### src/rtl/pwm_dac_pkg.sv
// Shared definitions for the PWM DAC: state encoding, sample and period sizing,
// and the comparator that turns a period count and duty value into a PWM level.
package pwm_dac_pkg;

  // Width of one audio sample and of the period counter that sweeps against it
  localparam int SAMPLE_WIDTH = 8;

  // Number of PWM ticks in one output period
  localparam int PERIOD_LEN = 256;

  // Prescaler counter width; wide enough for a divide ratio of up to 256
  localparam int PRESC_WIDTH = 8;

  // Controller state encoding, kept as plain constants for legacy tools
  localparam logic [0:0] ST_IDLE = 1'b0;
  localparam logic [0:0] ST_RUN  = 1'b1;

  typedef logic [SAMPLE_WIDTH-1:0] sample_t;

  // Last period count value; a tick here closes the current period
  localparam sample_t PCNT_LAST = sample_t'(PERIOD_LEN - 1);

  // Output is high while the sweep is below the duty value, so a duty of 0 is
  // constant low and the maximum sample still leaves one low tick per period
  function automatic logic pwm_level(input sample_t pcnt, input sample_t duty);
    return (pcnt < duty);
  endfunction

endpackage

### src/rtl/pwm_prescaler.sv
// Divides the system clock down to the PWM tick rate. The counter only runs
// while the DAC is active and snaps back to zero otherwise, so every new run
// starts with a full-length first tick.
module pwm_prescaler
  import pwm_dac_pkg::*;
#(
  parameter int DIV = 1
) (
  input  logic clk,
  input  logic rst_n,
  input  logic run_i,
  output logic tick_o
);

  localparam logic [PRESC_WIDTH-1:0] CNT_LAST = PRESC_WIDTH'(DIV - 1);

  logic [PRESC_WIDTH-1:0] cnt_q;
  logic [PRESC_WIDTH-1:0] cnt_d;

  // Next count: hold at zero when stopped, wrap after the last divide step
  always_comb begin
    cnt_d = cnt_q;
    if (!run_i) begin
      cnt_d = '0;
    end else if (cnt_q == CNT_LAST) begin
      cnt_d = '0;
    end else begin
      cnt_d = cnt_q + PRESC_WIDTH'(1);
    end
  end

  // Divide counter register
  always_ff @(posedge clk or negedge rst_n) begin
    if (!rst_n) begin
      cnt_q <= '0;
    end else begin
      cnt_q <= cnt_d;
    end
  end

  assign tick_o = run_i && (cnt_q == CNT_LAST);

endmodule

### src/rtl/pwm_dac.sv
// Sample-driven PWM DAC. Samples arrive through a one-entry holding buffer and
// are promoted to the active duty value only at period boundaries, so each
// period is rendered with a single, stable duty. A boundary that finds no fresh
// sample repeats the previous duty and raises a sticky underrun flag.
module pwm_dac
  import pwm_dac_pkg::*;
#(
  parameter int DIV = 1
) (
  input  logic                    clk,
  input  logic                    rst_n,
  input  logic                    enable,
  input  logic [SAMPLE_WIDTH-1:0] sample_in,
  input  logic                    sample_valid,
  output logic                    sample_ready,
  input  logic                    clear_underrun,
  output logic                    pwm_out,
  output logic                    underrun
);

  logic [0:0] state_q;
  logic [0:0] state_d;
  sample_t    pcnt_q;
  sample_t    pcnt_d;
  sample_t    duty_q;
  sample_t    duty_d;
  sample_t    buf_q;
  sample_t    buf_d;
  logic       buf_full_q;
  logic       buf_full_d;
  logic       pwm_q;
  logic       pwm_d;
  logic       underrun_q;
  logic       underrun_d;

  logic active;
  logic tick;
  logic boundary;
  logic xfer;

  // Counting only happens while already running and still enabled; the edge
  // that sees enable low therefore clears the counters and the output at once
  assign active   = (state_q == ST_RUN) && enable;
  assign boundary = tick && (pcnt_q == PCNT_LAST);
  assign xfer     = sample_valid && !buf_full_q;

  // Ready depends only on the buffer register, never on sample_valid
  assign sample_ready = !buf_full_q;
  assign pwm_out      = pwm_q;
  assign underrun     = underrun_q;

  pwm_prescaler #(
    .DIV (DIV)
  ) u_prescaler (
    .clk    (clk),
    .rst_n  (rst_n),
    .run_i  (active),
    .tick_o (tick)
  );

  // Run/idle state simply follows the enable input one edge later
  always_comb begin
    state_d = enable ? ST_RUN : ST_IDLE;
  end

  // Period sweep advances once per tick and wraps naturally at the top
  always_comb begin
    pcnt_d = pcnt_q;
    if (!active) begin
      pcnt_d = '0;
    end else if (tick) begin
      pcnt_d = pcnt_q + sample_t'(1);
    end
  end

  // Output level is the registered compare of the current sweep position
  always_comb begin
    pwm_d = 1'b0;
    if (active) begin
      pwm_d = pwm_level(pcnt_q, duty_q);
    end
  end

  // Buffer and duty update: boundaries promote the buffered sample, or take a
  // sample arriving on the boundary cycle straight into duty; otherwise an
  // accepted sample waits in the buffer
  always_comb begin
    duty_d     = duty_q;
    buf_d      = buf_q;
    buf_full_d = buf_full_q;
    if (boundary && buf_full_q) begin
      duty_d     = buf_q;
      buf_full_d = 1'b0;
    end else if (boundary && xfer) begin
      duty_d = sample_in;
    end else if (xfer) begin
      buf_d      = sample_in;
      buf_full_d = 1'b1;
    end
  end

  // Underrun is sticky; a new underrun on the same edge as a clear takes priority
  always_comb begin
    underrun_d = underrun_q;
    if (clear_underrun) begin
      underrun_d = 1'b0;
    end
    if (boundary && !buf_full_q && !xfer) begin
      underrun_d = 1'b1;
    end
  end

  // Control state register
  always_ff @(posedge clk or negedge rst_n) begin
    if (!rst_n) begin
      state_q <= ST_IDLE;
    end else begin
      state_q <= state_d;
    end
  end

  // Period counter register
  always_ff @(posedge clk or negedge rst_n) begin
    if (!rst_n) begin
      pcnt_q <= '0;
    end else begin
      pcnt_q <= pcnt_d;
    end
  end

  // PWM output register
  always_ff @(posedge clk or negedge rst_n) begin
    if (!rst_n) begin
      pwm_q <= 1'b0;
    end else begin
      pwm_q <= pwm_d;
    end
  end

  // Sample buffer and active duty registers; reset drops any buffered sample
  always_ff @(posedge clk or negedge rst_n) begin
    if (!rst_n) begin
      duty_q     <= '0;
      buf_q      <= '0;
      buf_full_q <= 1'b0;
    end else begin
      duty_q     <= duty_d;
      buf_q      <= buf_d;
      buf_full_q <= buf_full_d;
    end
  end

  // Underrun flag register
  always_ff @(posedge clk or negedge rst_n) begin
    if (!rst_n) begin
      underrun_q <= 1'b0;
    end else begin
      underrun_q <= underrun_d;
    end
  end

endmodule
### config.mk
export PLATFORM = sky130hd
export DESIGN_NAME = pwm_dac
export DESIGN_NICKNAME = d
export VERILOG_FILES = /design/src/rtl/pwm_dac_pkg.sv /design/src/rtl/pwm_prescaler.sv /design/src/rtl/pwm_dac.sv
export SDC_FILE = /design/constraint.sdc
export NUM_CORES = 1
export LEC_CHECK = 0
export CAP_MARGIN = 40
export CORE_MARGIN = 8
export CORE_UTILIZATION = 45
export CTS_CLUSTER_SIZE = 25
export DETAILED_ROUTE_END_ITERATION = 8
export GPL_TIMING_DRIVEN = 0
export PLACE_DENSITY = 0.75
export REMOVE_ABC_BUFFERS = 1
export SLEW_MARGIN = 20
export SYNTH_ARGS = -nofsm -noshare
export SYNTH_HDL_FRONTEND = slang
export SYNTH_HIERARCHICAL = 1
export SYNTH_SLANG_ARGS = --single-unit
### constraint.sdc
create_clock -name clk -period 4.8 [get_ports clk]
set_clock_uncertainty 0.1 [all_clocks]
set_input_delay 0.96 -clock clk [delete_from_list [all_inputs] [get_ports clk]]
set_output_delay 0.96 -clock clk [all_outputs]
set_load 0.1 [all_outputs]
==> key figures <==
Pwr
  • Seq pwr share: 54.0%
  • Lkg Pwr: 0.939 nW
  • Peak VDD IR: 0.153 mV
  • Internal power: 0.000462 W
  • Combinational power share: 7.0%
  • Switch share: 21.3%
  • Clock power share: 39.0%
  • Sw Pwr: 0.000125 W
  • Cell Pwr Density: 273 nW/um2

Synthesis
  • Synth Warn #: 6
  • Leading area contributor after synthesis: dfrtp_1
  • Register area share after synthesis: 50.0%
  • Proportion of synthesized area in mux cells: 5.56%
  • Flops & latches, synth: 36
  • Area contributors post-synth: dfrtp_1 (50%), ha_1 (6.9%), mux2_2 (5.0%), inv_1 (3.1%), nor2_1 (3.1%)
  • Synth unique cells: 38
  • Largest family of logic cells by synthesized area: simple AND/OR/NAND/NOR gates
  • Post-Syn Area: 1800 um2
  • Syn Inst Count: 169
  • Synth Area in Adders: 6.95%
  • Top-area cell type share of the netlist area: 50.0%
  • FFs w/ async S/R, synth: 100%
  • Post-synth EDFFs: 0
  • Most used DFF post-synth: dfrtp_1
  • Synth Area in Compound Gates: 12.6%
  • Simple-Gate Fraction of Synth Area: 15.8%
  • XOR/XNOR Fraction of Synth Area: 4.38%
  • Synthesized area per cell: 10.7 um2

Clock tree
  • Root buf cell: clkbuf_8
  • Clk sinks: 36
  • Cts hold-fix bufs: 0
  • PostCTS Resize Cnt: 0
  • Clk Latency, worst-skew pair: 290 ps
  • CTS tree: built
  • Clk slew on worst S/H paths: 70 ps
  • CTS H-tree depth: 2
  • Total CTS buffers: 5
  • Post-CTS Setup Bufs: 0
  • Clock tree buffer depth: 2

Setup path
  • Setup CP Type: in2reg
  • CP Data Required Time: 4880 ps
  • Crit path DAT: 3740 ps
  • Startpoint Class: input port
  • Critical Path End Type: flip-flop
  • Crit-path max FO: 17

STA
  • Final TNS setup: 0 ps
  • Worst Tran Pin Value: 628 ps
  • Relative slew margins: 57.8%
  • Setup ws final: 1130 ps
  • Tcrit/Tclk final: 76.4%
  • Post-layout minimum cycle time: 3670 ps
  • Fmax: 0.273 GHz
  • Final Slew Violations: 0
  • RSZ-0062 raised after global routing: no
  • Final Hold Viols: 0
  • Final setup fails: 0

Routing
  • DRC: 0
  • DRT Wirelength: 3.33 mm
  • Starting DRC count in detailed routing: 104
  • DR WL/cell: 13.8 um
  • Drt first pass iters: 4
  • Vias: 1296
  • Antenna viol nets, final: 0
  • Via/cell ratio: 5.38

Place
  • GPL Wtd Cong: 0.742
  • Post-DP HPWL: 2.53 mm
  • Port bufs: 15
  • Dpl ws: 833 ps

Cells and area
  • Nets: 214
  • Area of the multi-input gates: 815 um2
  • Util after Layout: 54.9%
  • Share of post-route cells with drive strength above 1: 13.1%
  • # diodes: 0
  • Area Growth Syn to Fin: 19.3%
  • Filler instances: 350
  • Register Area: 901 um2

Floorplanning
  • Rows: 23
  • I/O pins: 16
  • Die Footprint: 6280 um2
  • Die Ht: 79.3 um
  • Core ar.: 3910 um2
  • Initial Utilization: 46.0%
  • Die Width: 79.3 um

Global route
  • GRT overflow: 0
  • Gr usage total: 11.9%
  • First-pass GRT wire length: 5.83 mm
  • Initial antenna violation count: 0
  • Number of global-route vias before repair: 1295
  • Largest net degree at the start of global routing: 21

Job
  • Maxcap violations: 0

Run status
  • Status: finished clean

Hold path
  • Hold crit path type: reg2reg
logic make-up after synthesis:
| kind of cell | after synthesis |
|---|---|
| adder cells (fa/ha/maj) | 10 |
| flip-flops | 36 |
| AND/OR/NAND/NOR | 54 |
| multiplexers | 9 |
| buffers and inverters | 19 |
| XOR/XNOR | 9 |
| AO/OA/AOI/OAI | 32 |
path summary, 6_finish.rpt:
check / end / depth (start not counted) / from / slack [ps]
setup reg to reg: duty_q[6]$_DFFE_PN0P_ / 8 / u_prescaler/cnt_q[0]$_DFF_PN0_ / 1720
setup / recovery: duty_q[6]$_DFFE_PN0P_ / 9 / enable / 1130
min in group asynchronous: buf_q[1]$_DFFE_PN0P_ / 1 / rst_n / 500
hold / removal: duty_q[7]$_DFFE_PN0P_ / 1 / duty_q[7]$_DFFE_PN0P_ / 390
max in group asynchronous: u_prescaler/cnt_q[1]$_DFF_PN0_ / 2 / rst_n / 3660
hold reg to reg: duty_q[7]$_DFFE_PN0P_ / 1 / duty_q[7]$_DFFE_PN0P_ / 390
per-stage QoR:
stage | area, um2 | hold WS [ps] | power (W) | instances
final | 2150 | 395 | 0.000587 | 241
after global routing | 2150 | 423 | 0.000609 | 241
after CTS | 2150 | 400 | 0.000595 | 241
after global placement | 1980 | 376 | 0.000360 | 230
after detailed placement | 2050 | 377 | 0.000365 | 234
after floorplan | 1770 | 356 | 0.000339 | 165
critical path: stages:
cell and delay (ps):
clkdlybuf4s50_1 470, nand2_1 190, inv_1 220, inv_1 110, nor3_1 550, and3_4 310
and3_1 520, o21ai_1 220, o2bb2ai_1 170
registers in the layout, summed over array words and instances, names as in the netlist:
name and cells:
u_prescaler/cnt_q 8, buf_q 8, state_q 1, pwm_out 1
underrun 1, pcnt_q 8, buf_full_q 1, duty_q 8
cells in the mapped netlist, drive strengths merged, types with 2 or more instances:
cell type and number:
dfrtp 36, inv 15, nor2 15, ha 10, nand2 10, nand3 10, mux2 8, o21ai 8
a21oi 6, a32oi 5, o211ai 5, or3 5, xor2 5, xnor2 4, buf 3, nand4 3
o2bb2ai 3, a31oi 2, and2 2, and3 2, nor3 2
area by class of cell:
type	count	share of cell area [%]
clock buffers	7	4.48
inverters	15	2.62
multi-input cells	114	37.9
flip-flops and latches	36	41.9
well taps	50	2.91
repair buffers	19	10.1
layout by cell type (no fill, tap or decap), types with 4 or more instances in the layout:
cell | synthesis | final
nor2_1 | 15 | 15
nand3_1 | 9 | 9
o211ai_1 | 5 | 5
inv_1 | 15 | 15
mux2_2 | 8 | 8
nand2_1 | 9 | 9
ha_1 | 10 | 10
clkdlybuf4s50_1 | 0 | 14
a21oi_1 | 6 | 6
o21ai_0 | 6 | 6
or3_1 | 5 | 5
clkbuf_8 | 0 | 7
a32oi_1 | 5 | 5
dfrtp_1 | 36 | 36
xnor2_1 | 4 | 4
xor2_1 | 5 | 5
routing by layer:
metal,track usage [%],routed length [um],part of all wire [%]
met5,0,0,0
met4,7.22,82,2.5
met3,3.16,89,2.7
met2,19.0,1670,50
met1,13.9,1490,45
power by group through the flow:
stage                     combinational, W  sequential [W]  clock (W)
final                            0.0000411        0.000317   0.000229
after global routing             0.0000452        0.000318   0.000246
after CTS                        0.0000424        0.000317   0.000236
after detailed placement         0.0000422        0.000323          0
after global placement           0.0000377        0.000322          0
after floorplan                  0.0000143        0.000324          0
No activity file was read; power rests on OpenSTA's default activity.
